===== config.mk =====
export PLATFORM = sky130hd
export DESIGN_NAME = atm_keypad_entry
export DESIGN_NICKNAME = d
export VERILOG_FILES = /design/src/rtl/atm_keypad_entry.sv
export SDC_FILE = /design/constraint.sdc
export NUM_CORES = 1
export LEC_CHECK = 0
export CAP_MARGIN = 10
export CORE_AREA = 10 10 70 72
export DETAILED_ROUTE_END_ITERATION = 6
export DIE_AREA = 0 0 80 82
export SLEW_MARGIN = 5
export SYNTH_ARGS = -nofsm -noshare
export SYNTH_HDL_FRONTEND = slang
export SYNTH_SLANG_ARGS = --single-unit

===== constraint.sdc =====
create_clock -name clk_i -period 4.7 [get_ports clk_i]
set_clock_uncertainty 0.2 [all_clocks]
set_input_delay 0.94 -clock clk_i [delete_from_list [all_inputs] [get_ports clk_i]]
set_output_delay 0.94 -clock clk_i [all_outputs]
set_load 0.005 [all_outputs]

===== src/rtl/atm_keypad_entry.sv =====
// Two-digit keypad entry controller for a room access panel: captures digits, presents the code
// to the room controller, counts consecutive denials and locks the keypad out after too many.
module atm_keypad_entry #(
   parameter int unsigned TIMEOUT_CYCLES = 16,
   parameter int unsigned LOCKOUT_CYCLES = 64,
   parameter int unsigned MAX_FAILS      = 3
) (
   input  logic       clk_i,
   input  logic       rst_ni,
   input  logic       key_press_i,
   input  logic [1:0] key_code_i,
   input  logic       key_clear_i,
   input  logic       key_enter_i,
   input  logic       grant_i,
   input  logic       deny_i,
   output logic [1:0] passcode_digit_1_o,
   output logic [1:0] passcode_digit_2_o,
   output logic       code_valid_o,
   output logic [1:0] digit_count_o,
   output logic [1:0] fail_count_o,
   output logic       lockout_o
);

   localparam int unsigned CntMax = (TIMEOUT_CYCLES > LOCKOUT_CYCLES) ? TIMEOUT_CYCLES
                                                                      : LOCKOUT_CYCLES;
   localparam int unsigned CntW   = $clog2(CntMax + 1);
   localparam logic [CntW-1:0] TimeoutLast = CntW'(TIMEOUT_CYCLES - 1);
   localparam logic [CntW-1:0] LockLast    = CntW'(LOCKOUT_CYCLES - 1);
   localparam logic [1:0]      MaxFails    = 2'(MAX_FAILS);

   typedef enum logic [2:0] {StEmpty, StOneDigit, StTwoDigits, StPresent, StLocked} state_e;

   state_e            state_q, state_d;
   logic [1:0]        dig1_q, dig1_d, dig2_q, dig2_d;
   logic [CntW-1:0]   cnt_q, cnt_d;
   logic [1:0]        fail_q, fail_d;
   logic [1:0]        pd1_q, pd1_d, pd2_q, pd2_d;
   logic              valid_q, valid_d;
   logic [1:0]        dcount_q, dcount_d;
   logic              lock_q, lock_d;
   logic [1:0]        fail_inc;

   always_comb begin
      state_d  = state_q;
      dig1_d   = dig1_q;
      dig2_d   = dig2_q;
      cnt_d    = cnt_q;
      fail_d   = fail_q;
      fail_inc = (fail_q >= MaxFails) ? MaxFails : fail_q + 2'd1;

      unique case (state_q)
         StEmpty: begin
            if (key_clear_i) begin
               dig1_d = 2'b00;
               dig2_d = 2'b00;
            end else if (key_press_i) begin
               dig1_d  = key_code_i;
               state_d = StOneDigit;
               cnt_d   = '0;
            end
         end
         StOneDigit: begin
            if (key_clear_i) begin
               state_d = StEmpty;
               dig1_d  = 2'b00;
               dig2_d  = 2'b00;
               cnt_d   = '0;
            end else if (key_press_i) begin
               dig2_d  = key_code_i;
               state_d = StTwoDigits;
               cnt_d   = '0;
            end else if (cnt_q == TimeoutLast) begin
               state_d = StEmpty;
               dig1_d  = 2'b00;
               dig2_d  = 2'b00;
               cnt_d   = '0;
            end else begin
               cnt_d = cnt_q + 1'b1;
            end
         end
         StTwoDigits: begin
            // Extra key presses neither overwrite digits nor restart the inactivity timer.
            if (key_clear_i) begin
               state_d = StEmpty;
               dig1_d  = 2'b00;
               dig2_d  = 2'b00;
               cnt_d   = '0;
            end else if (key_enter_i) begin
               state_d = StPresent;
               cnt_d   = '0;
            end else if (cnt_q == TimeoutLast) begin
               state_d = StEmpty;
               dig1_d  = 2'b00;
               dig2_d  = 2'b00;
               cnt_d   = '0;
            end else begin
               cnt_d = cnt_q + 1'b1;
            end
         end
         StPresent: begin
            if (deny_i) begin
               fail_d  = fail_inc;
               state_d = (fail_inc == MaxFails) ? StLocked : StEmpty;
               dig1_d  = 2'b00;
               dig2_d  = 2'b00;
               cnt_d   = '0;
            end else if (grant_i) begin
               fail_d  = 2'b00;
               state_d = StEmpty;
               dig1_d  = 2'b00;
               dig2_d  = 2'b00;
            end
         end
         StLocked: begin
            if (cnt_q == LockLast) begin
               state_d = StEmpty;
               fail_d  = 2'b00;
               cnt_d   = '0;
            end else begin
               cnt_d = cnt_q + 1'b1;
            end
         end
         default: begin
            state_d = StEmpty;
            dig1_d  = 2'b00;
            dig2_d  = 2'b00;
            cnt_d   = '0;
            fail_d  = 2'b00;
         end
      endcase

      // Outputs are registered copies derived from the next state.
      pd1_d    = (state_d == StPresent) ? dig1_d : 2'b00;
      pd2_d    = (state_d == StPresent) ? dig2_d : 2'b00;
      valid_d  = (state_d == StPresent);
      lock_d   = (state_d == StLocked);
      dcount_d = 2'd0;
      if (state_d == StOneDigit) dcount_d = 2'd1;
      if (state_d == StTwoDigits || state_d == StPresent) dcount_d = 2'd2;
   end

   always_ff @(posedge clk_i or negedge rst_ni) begin
      if (!rst_ni) begin
         state_q  <= StEmpty;
         dig1_q   <= 2'b00;
         dig2_q   <= 2'b00;
         cnt_q    <= '0;
         fail_q   <= 2'b00;
         pd1_q    <= 2'b00;
         pd2_q    <= 2'b00;
         valid_q  <= 1'b0;
         dcount_q <= 2'd0;
         lock_q   <= 1'b0;
      end else begin
         state_q  <= state_d;
         dig1_q   <= dig1_d;
         dig2_q   <= dig2_d;
         cnt_q    <= cnt_d;
         fail_q   <= fail_d;
         pd1_q    <= pd1_d;
         pd2_q    <= pd2_d;
         valid_q  <= valid_d;
         dcount_q <= dcount_d;
         lock_q   <= lock_d;
      end
   end

   assign passcode_digit_1_o = pd1_q;
   assign passcode_digit_2_o = pd2_q;
   assign code_valid_o       = valid_q;
   assign digit_count_o      = dcount_q;
   assign fail_count_o       = fail_q;
   assign lockout_o          = lock_q;

endmodule


# [After elaboration in Yosys (flattened, before gate mapping)]
# Cells that the tools add are included.
[word_totals] regBits=24 in_bits=9 word_cells=85
[op_classes] addsub=2 magnitude_cmp=1 n_eq_ne=16 n_mux=50 bitwise_logic=1 n_reduce_logical=5
[op_table] op="7-bit 2-to-1 mux" count=9
[op_table] op="2-bit 2-to-1 mux" count=24
[op_table] op="7-bit one-hot mux with 5 select lines" count=1
[op_table] op="3-bit 2-to-1 mux" count=11
[op_table] op="2-bit one-hot mux with 5 select lines" count=2
[op_table] op="3-bit one-hot mux with 5 select lines" count=1
[op_table] op="3-bit by 2-bit == test with 1-bit output, second input constant" count=4
[op_table] op="2-bit inequality test, second input constant" count=4
[op_table] op="7-bit by 1-bit adder with 7-bit output, second input constant" count=1
[op_table] op="7-bit by 4-bit == test with 1-bit output, second input constant" count=1
[op_table] op="7-bit by 6-bit == test with 1-bit output, second input constant" count=1
[op_table] op="3-bit by 1-bit == test with 1-bit output, second input constant" count=2
[op_table] op="3-bit == test, second input constant" count=2
[op_table] op="2-bit one-hot mux with 3 select lines" count=1
[op_table] op="3-bit AND reduction" count=2
[op_table] op="3-bit logical NOT" count=1
[op_table] op="3-bit inequality test, second input constant" count=1
[op_table] op="3-bit OR reduction" count=1
[op_table] op="2-bit by 1-bit adder with 2-bit output, second input constant" count=1
[op_table] op="2-bit == test, second input constant" count=1
[op_table] op="2-bit >= comparator, second input constant" count=1
[op_table] op="1-bit logical OR" count=1
[op_table] op="1-bit 2-to-1 mux" count=1
[op_table] op="1-bit NOT" count=1

# [Longest topological paths before layout]
[logic_depth] depth_word=9 mapped_depth=7

# [Worst setup path after synthesis]
# Ideal clock, no wire load.
[synth_timing] path_kind="input port to flip-flop" startpoint="input port key_clear_i" endpoint="register dig2_q[0]" setup_ns=0.065 arrival_ns=1.882 required_time_ns=4.435 slack_ns=2.552 cell_stages=5 cell_sequence="or4b_1 a211oi_1 a21oi_1 nand2_1 a22o_1"
[synth_between] elab_chain_cells=2 elab_cells_between_ends=4 cone_classes="4 x mux"
[synth_lines] item="from (decl)" line="12" source="input logic key_clear_i,"
[synth_lines] item="2-bit 2-to-1 mux (on tied branches)" line="83, 53, 63"
[synth_lines] item="2-bit one-hot mux with 5 select lines *" line="51" source="unique case (state_q)"
[synth_lines] item="via dig2_d[0]" line="34" source="logic [1:0] dig1_q, dig1_d, dig2_q, dig2_d;"
[synth_lines] item="to (signal assigned)" line="157" source="dig2_q <= dig2_d;"
[synth_lines] item="to (decl)" line="34"
# Mark *: on every way through the listed nets, which the timed path passes. The rest lies on a longest branch.
# A chain may end at the register's enable or synchronous reset.

# [Worst setup path in the final report]
[layout_timing] startpoint="input port key_press_i" endpoint="register cnt_q[3]"
[layout_between] elab_chain_cells=3 elab_cells_between_ends=5 cone_classes="1 x eq/ne; 3 x mux; 1 x reduce/logical"
[layout_lines] item="from (decl)" line="10" source="input logic key_press_i,"
[layout_lines] item="7-bit 2-to-1 mux" line="68" source="end else if (key_press_i) begin"
[layout_lines] item="7-bit 2-to-1 mux" line="63" source="if (key_clear_i) begin"
[layout_lines] item="7-bit one-hot mux with 5 select lines" line="51"
[layout_lines] item="to (signal assigned)" line="158" source="cnt_q <= cnt_d;"
[layout_lines] item="to (decl)" line="35" source="logic [CntW-1:0] cnt_q, cnt_d;"
# Parallel ways exist; a longest one is shown, timed or not.

==> impl_metrics.toml <==
[critical_path]
worst_ep_required_time_ns = 4.75
path_cells = "clkdlybuf4s50_1 -> nor3b_1 -> a21oi_1 -> o41ai_2 -> a21oi_1 -> mux2i_1"
cpMaxStageDelayCell = "o41ai_2"
startpoint_type = "input pin"
cp_num_buf_inv = 1
critical_path_class = "in2reg"
max_stage_delay_ns = 0.73
crit_top_cell = "a21oi_1"
worstPathArrival_ns = 2.81
crit_family = "compound AO/OA/AOI/OAI gates"
path_max_fanout = 11
critPathCaptureType = "flop"

[power]
total_power_uw = 372
power.density_mw_per_mm2 = 254
irDropWorstVdd_mv = 0.114
p_leak_nw = 0.622

[synth]
yosysTopAreaCell = "dfrtp_1"
async_flop_share = 1.00
yosysUniqueCellTypes = 41
netlist_top_cells_area = "dfrtp_1, a22o_1, a21oi_1"
synth-seq-cells = 24
avgSynthCellArea_sq_um = 10.6
synthCells = 114
synth_area_sq_mm = 0.00121
ys_warn_count = 0
synth_top_area_share = 0.497
seq_area_frac_synth = 0.497
synth_edf_count = 0
ys.flop_type = "dfrtp_1"
syn-num-nets = 124

[sta]
maxSlewHeadroom = 0.307
setup_violations = 0
final.period_utilization = 0.587
period_needed_ns = 2.76
max_freq_ghz = 0.363
hold_viol = 0
slew_violations = 0
setup_tns_ns = 0
tightest_slew_ns = 1.04
rsz0062_at_grt = "no"

[clocking]
cts_made_buffers = 3
cts_resized = 0
clk_pin_slew_ns = 0.14
cts_buffer_depth = 2
clkSinkCount = 24
ctsHoldBuffers = 0
clkLatencyLatePin_ns = 0.32
post_cts_buffers = 0
htreeDepth = 1
cts_tree = "yes"
cts-root-buf = "clkbuf_4"

[floorplan]
start_util = 0.338
core_area_sq_mm = 0.00358
rows = 22
die_y_um = 82
die_x_um = 80
die_area_sq_mm = 0.00656
io_pins = 19

[global_routing]
grt_pass1_wl_um = 3910
overflow = 0
grt_max_degree = 25
antenna_found_initial = 0
grt_pass1_vias = 838
grtUsageTotal = 0.0738

[job]
drv_cap = 0

[routing]
ant_nets = 0
drt_iter0_markers = 63
remaining_drc_errors = 0
vias_per_cell = 4.98
post_drt_wl_per_cell_um = 13.5
dr.pass1.iters = 4
wl_um = 2430
vias = 896

[final_layout]
regArea_sq_um = 601
antennaDiodeCount = 0
nets = 143
drive_gt1_frac = 0.121
area_delta_synth_final_pct = 21.3
layoutNonFillerInstCount = 180
final_core_util = 0.410
multiInputGateArea_sq_um = 558
fill_cells = 350

[min_path]
hold_path_class = "reg2reg"

[run_status]
outcome = "finished, final reports clean"

[placement]
post-dp-hpwl_um = 1840
numPortBuffers = 18
placed_cells = 176
place_congestion = 0.800
-- final cells by class --
class                      instances  share of cell area
tap                               48              0.0410
inverter                           4              0.0102
clock buffer                       3              0.0154
clock inverter                     1              0.0205
timing repair buffer              18               0.123
multi-input combinational         82               0.381
sequential                        24               0.410
-- cell usage after synthesis, drive strengths merged (3+ instances only) --
| library cell | instances |
|---|---|
| dfrtp | 24 |
| nand2 | 11 |
| a21oi | 10 |
| nor2 | 8 |
| a22o | 7 |
| nand3 | 6 |
| buf | 4 |
| inv | 4 |
| nand3b | 4 |
| nor2b | 4 |
| o21ai | 4 |
| nand2b | 3 |
-- per-stage QoR --
step | area, sq um | setup slack [ns] | hold slack [ns]
2_1_floorplan | 1210 | 2.55 | 0.258
5_1_grt | 1470 | 1.69 | 0.334
6_report | 1470 | 1.94 | 0.312
4_1_cts | 1470 | 1.94 | 0.316
3_3_place_gp | 1410 | 1.72 | 0.282
3_5_place_dp | 1410 | 1.62 | 0.283
-- cell usage in the layout, fill, tap and decap left out, drive strengths merged, types with 3 or more instances in the layout --
cell / n
clkbuf: 3
a22o: 7
nand3b: 4
nand2: 11
nand3: 6
o21ai: 4
a21oi: 10
nor2b: 4
clkdlybuf4s50: 18
nor2: 8
dfrtp: 24
inv: 4
nand2b: 3
-- per-layer routing --
layer  share of wire  GRT usage
met5               0          0
met4          0.0086     0.0264
met3           0.058     0.0218
met2            0.46      0.120
met1            0.47     0.0905
-- state kept, by name (all words and copies together), names as in the netlist --
signal              count
passcode_digit_1_o      2
dig1_q                  2
code_valid_o            1
passcode_digit_2_o      2
fail_count_o            2
dig2_q                  2
digit_count_o           2
cnt_q                   7
state_q                 3
lockout_o               1
-- path summary, 6_finish.rpt --
kind / from / to / slack (ns) / depth (start not counted)
worst max-delay path: key_press_i / cnt_q[3] / 1.94 / 6
worst min-delay path: dig1_q[0] / passcode_digit_1_o[0] / 0.31 / 1
worst max register to register: cnt_q[0] / cnt_q[3] / 2.29 / 6
worst min register to register: dig1_q[0] / passcode_digit_1_o[0] / 0.31 / 1
max in group asynchronous: rst_ni / state_q[2] / 2.71 / 1
min in group asynchronous: rst_ni / dig2_q[1] / 0.97 / 1
-- where the power goes --
part	leakage, nW	internal, mW	switching (mW)
clock network	0.0279	0.0862	0.0648
registers	0.310	0.207	0
logic	0.284	0.00665	0.00792
-- logic make-up (layout without fill, tap and decap cells) --
family,after synthesis,after routing,synth area share
adder cells (fa/ha/maj),1,1,0.0104
flip-flops,24,24,0.497
buffers and inverters,8,26,0.0414
multiplexers,2,2,0.0176
AO/OA/AOI/OAI,28,28,0.175
AND/OR/NAND/NOR,51,51,0.259
Power figures use the tool's default switching activity.
